**config.mk**
```make
export PLATFORM = sky130hd
export DESIGN_NAME = register_file
export DESIGN_NICKNAME = d
export VERILOG_FILES = /design/src/rtl/register_file_pkg.sv /design/src/rtl/register_file.sv
export SDC_FILE = /design/constraint.sdc
export NUM_CORES = 2
export LEC_CHECK = 0
export CORE_AREA = 2 2 391 393
export DETAILED_ROUTE_END_ITERATION = 12
export DIE_AREA = 0 0 393 395
export PLACE_DENSITY = 0.57
export SLEW_MARGIN = 10
export SYNTH_ARGS = -nofsm -noshare
export SYNTH_HDL_FRONTEND = slang
export SYNTH_SLANG_ARGS = --single-unit
```
**constraint.sdc**
```tcl
create_clock -name Clk -period 71.2 [get_ports Clk]
set_clock_uncertainty 0.1 [all_clocks]
set_input_delay 7.12 -clock Clk [delete_from_list [all_inputs] [get_ports Clk]]
set_output_delay 7.12 -clock Clk [all_outputs]
set_load 0.02 [all_outputs]
```
**src/rtl/register_file_pkg.sv**
```systemverilog
// Shared sizing constants for the register file.
// The zero register is hardwired to read 0.
package register_file_pkg;
    localparam int DATA_W   = 32;
    localparam int ADDR_W   = 5;
    localparam int NUM_REGS = 32;
    localparam int ZERO_REG = 0;
endpackage

```
**src/rtl/register_file.sv**
```systemverilog
// Register file with two combinational read ports and one write port.
// Each read port has a write-through bypass, and index 0 is hardwired to zero.
module register_file #(
    parameter int DATA_W = register_file_pkg::DATA_W,
    parameter int ADDR_W = register_file_pkg::ADDR_W
) (
    input  logic              Clk,
    input  logic              Reset,
    input  logic [ADDR_W-1:0] ReadRegister1,
    input  logic [ADDR_W-1:0] ReadRegister2,
    input  logic [ADDR_W-1:0] WriteRegister,
    input  logic [DATA_W-1:0] WriteData,
    input  logic              RegWrite,
    output logic [DATA_W-1:0] ReadData1,
    output logic [DATA_W-1:0] ReadData2
);
    import register_file_pkg::*;

    localparam int                NumRegs = 2 ** ADDR_W;
    localparam logic [ADDR_W-1:0] ZeroIdx = ADDR_W'(ZERO_REG);

    logic [DATA_W-1:0] regs [NumRegs];
    logic              wrActive;

    // Gating on RegWrite first keeps X on the write index/data away from storage.
    assign wrActive = RegWrite && !Reset && (WriteRegister != ZeroIdx);

    always_ff @(posedge Clk or posedge Reset) begin
        if (Reset) begin
            for (int i = 0; i < NumRegs; i++) regs[i] <= '0;
        end else if (wrActive) begin
            regs[WriteRegister] <= WriteData;
        end
    end

    always_comb begin
        ReadData1 = regs[ReadRegister1];
        if (Reset || ReadRegister1 == ZeroIdx)
            ReadData1 = '0;
        else if (wrActive && WriteRegister == ReadRegister1)
            ReadData1 = WriteData;
    end

    always_comb begin
        ReadData2 = regs[ReadRegister2];
        if (Reset || ReadRegister2 == ZeroIdx)
            ReadData2 = '0;
        else if (wrActive && WriteRegister == ReadRegister2)
            ReadData2 = WriteData;
    end
endmodule

```
==> flow_metrics.env <==
export IMPL_syn_instance_count=3825
export IMPL_io_pins=114
export IMPL_path_clk_slew_ps=50
export IMPL_wl_um=181000
export IMPL_grt_use_total_pct=23.3
export IMPL_nets=3762
export IMPL_largest_reg_flops=1024
export IMPL_vias_per_cell=6.14
export IMPL_swShare_pct=27.2
export IMPL_coreArea_sq_um=151000
export IMPL_reg_top3="regs: 1024 flops"
export IMPL_reg2reg_depth=1
export IMPL_start_util_pct=36.7
export IMPL_critPathKind="input port to output port"
export IMPL_drc=0
export IMPL_grt_use_met2_pct=35.0
export IMPL_grt_pass1_wl_um=264000
export IMPL_power_leakage_nw=27.4
export IMPL_slowest_delay_ps=840
export IMPL_hp_start="regs[1011]"
export IMPL_synth_ff_type="dfrtp_1"
export IMPL_cp_slowest_cell="buf_4"
export IMPL_clk_latency_ps=710
export IMPL_use_met1_pct=33.5
export IMPL_gp_congestion=0.786
export IMPL_max_cap_violations=0
export IMPL_drt_pass1_iter_count=6
export IMPL_required_ps=63980
export IMPL_r2r_start="regs[119]"
export IMPL_dieHeight_um=395
export IMPL_globalRouteOverflowTotal=0
export IMPL_cp_end_kind="output port"
export IMPL_finalMaxSlewViolations=0
export IMPL_slew_headroom_pct=11.5
export IMPL_syn_nets=3875
export IMPL_fp_dieW_um=393
export IMPL_cp_start_kind="input port"
export IMPL_cts_buffer_depth=3
export IMPL_dieArea_sq_um=155000
export IMPL_layout_min_cycle_time_ps=19040
export IMPL_ys_seq_area_share_pct=46.2
export IMPL_p_clk_share_pct=37.2
export IMPL_finalHoldViolCount=0
export IMPL_rrSetupSlack_ps=70270
export IMPL_drtIter0Drc=3196
export IMPL_worst_slew_pin_slew_ps=1320
export IMPL_cts_sinks=1024
export IMPL_vias=35800
export IMPL_peakVddDrop_mv=0.0274
export IMPL_p_switching_uw=423
export IMPL_antenna_found_initial=8
export IMPL_power_total_mw=1.56
export IMPL_crit_arrival_ps=11820
export IMPL_hpwl_um=102000
export IMPL_min_path_type="register to register"
export IMPL_cts_made_buffers=108
export IMPL_period_share_pct=26.7
export IMPL_rows=143
export IMPL_yosysWarnings=0
export IMPL_post_cts_buffers=0
export IMPL_status="completed"
export IMPL_ys_types=42
export IMPL_fmax_mhz=52.5
export IMPL_hold_ws_ps=292
export IMPL_cts_max_level=3
export IMPL_worstSetupEndpoint="ReadData2[10]"
export IMPL_ctsHoldBuffers=0
export IMPL_fillers=14000
export IMPL_port_buffers=113
export IMPL_finalSetupViolations=0
export IMPL_cts_root_buf="clkbuf_16"
export IMPL_synth_edf_count=0
export IMPL_r2r_end="regs[119]"
export IMPL_netlist_area_sq_um=55500
export IMPL_busiest_layer="met2"
export IMPL_cts_resized=0
export IMPL_path_buf_inv=5
export IMPL_worst_path_stages=10
export IMPL_pre_cts_ws_ps=52220
export IMPL_fin_ws_ps=52160
export IMPL_critPathMaxFanout=69
export IMPL_combPwrFrac_pct=17.2
export IMPL_drive_above_1_share_pct=44.8
export IMPL_syn_area_per_cell_sq_um=14.5
export IMPL_critPathTopFamily="buffers and inverters"
export IMPL_met3_usage_pct=5.02
export IMPL_ant_nets=0
export IMPL_regMostFlops="regs"
export IMPL_timing_setup_tns_ps=0
export IMPL_grt_pass1_vias=36500
export IMPL_p_per_area_nw_per_um2=25.2
export IMPL_async_reset_ff_share_pct=100
export IMPL_synth_seq_cells=1024
export IMPL_cts_tree="done"
export IMPL_rsz0062_at_grt="no"
export IMPL_p_int_mw=1.13
export IMPL_path_cells="buf_8, buf_4, buf_4, xnor2_1, nand3_1, o311ai_4, buf_4, a21oi_1, a211o_1, clkdlybuf4s50_1"
export IMPL_antenna_cells=0
export IMPL_startpoint="ReadRegister2[0]"
export IMPL_wire_per_inst_um=31.1
export IMPL_syn_to_final_growth_pct=11.4
export IMPL_power_frac_seq_pct=45.5
export IMPL_finish_utilization_pct=40.9
export IMPL_cpMostUsedCell="buf_4"
export IMPL_grt_start_max_net_pins=188
cells in the mapped netlist, types with 4 or more instances:
| master | n | area [sq um] |
|---|---|---|
| buf_2 | 152 | 761 |
| xnor2_1 | 10 | 87.6 |
| mux2_2 | 985 | 11100 |
| a211o_1 | 32 | 280 |
| a211oi_1 | 96 | 721 |
| mux2i_1 | 320 | 3200 |
| buf_6 | 5 | 56.3 |
| nand2_1 | 18 | 67.6 |
| nor3_1 | 5 | 25.0 |
| clkbuf_1 | 222 | 833 |
| a221o_1 | 32 | 320 |
| a22oi_1 | 64 | 480 |
| mux2_1 | 7 | 78.8 |
| o21bai_1 | 64 | 480 |
| a21oi_1 | 96 | 480 |
| dfrtp_1 | 1024 | 25600 |
| nand3_1 | 4 | 20.0 |
| buf_4 | 38 | 285 |
| mux4_2 | 384 | 8650 |
| buf_1 | 27 | 101 |
| nor2_1 | 15 | 56.3 |
| a221oi_1 | 128 | 1120 |
| nand3b_1 | 4 | 30.0 |
| nor2b_1 | 67 | 419 |
cells in the final DEF (no fill, tap or decap), types with 4 or more instances in the layout:
cell and n:
a221o_1 32, bufinv_16 8, nand3_1 4, a211o_1 32, dfrtp_1 1024, mux2i_1 320, mux2_1 7, clkdlybuf4s50_1 102
nor2b_1 65, xnor2_1 10, mux2_2 985, a221oi_1 128, buf_12 6, a22oi_1 64, clkbuf_1 26, nand2_2 12
clkinv_2 29, mux4_2 384, buf_8 4, o21bai_1 64, buf_4 106, clkbuf_16 111, nand3b_1 4, clkbuf_8 20
a211oi_1 96, a21oi_1 96, nor2_4 14
logic make-up (layout without fill, tap and decap cells):
| family | count (synthesis) | in the layout | share of synthesized area (%) |
|---|---|---|---|
| xor+xnor | 10 | 10 | 0.158 |
| flops | 1024 | 1024 | 46.2 |
| buf+inv | 449 | 422 | 3.71 |
| simple gates | 128 | 128 | 1.33 |
| compound gates | 518 | 518 | 7.12 |
| mux | 1696 | 1696 | 41.5 |
power by group through the flow:
stage	sequential, mW	clock, mW	combinational (mW)
3_5_place_dp	0.717	0	0.268
4_1_cts	0.707	0.589	0.269
2_1_floorplan	0.703	0	0.203
3_3_place_gp	0.713	0	0.265
6_report	0.708	0.579	0.268
5_1_grt	0.718	0.614	0.287
how the worst min path moves through the flow:
stage / depth (start not counted) / end / slack, ps
after floorplan: 1 / regs[1000] / 340
after global placement: 0 / regs[1012] / 280
after detailed placement: 0 / regs[993] / 280
after CTS: 0 / regs[993] / 300
after global routing: 0 / regs[1016] / 310
final: 0 / regs[1011] / 290
per-layer routing:
metal | part of all wire, % | routed length (um)
met5 | 0.044 | 80
met4 | 3.4 | 6180
met3 | 6.7 | 12100
met2 | 45 | 80900
met1 | 45 | 82000
per-stage QoR:
step	area (sq um)	std cells
2_1_floorplan	55500	3825
3_3_place_gp	58300	5632
3_5_place_dp	58300	5632
4_1_cts	61800	5828
5_1_grt	61800	5828
6_report	61800	5828
area by class of cell:
class,instances,area (sq um),share of cell area [%]
Clock inverter,41,419,0.678
Clock buffer,155,3120,5.05
Timing Repair Buffer,223,2040,3.30
Inverter,3,18.8,0.0304
Multi-Input combinational cell,2352,28000,45.4
Tap cell,2030,2540,4.11
Sequential cell,1024,25600,41.5
Power figures use the tool's default switching activity.
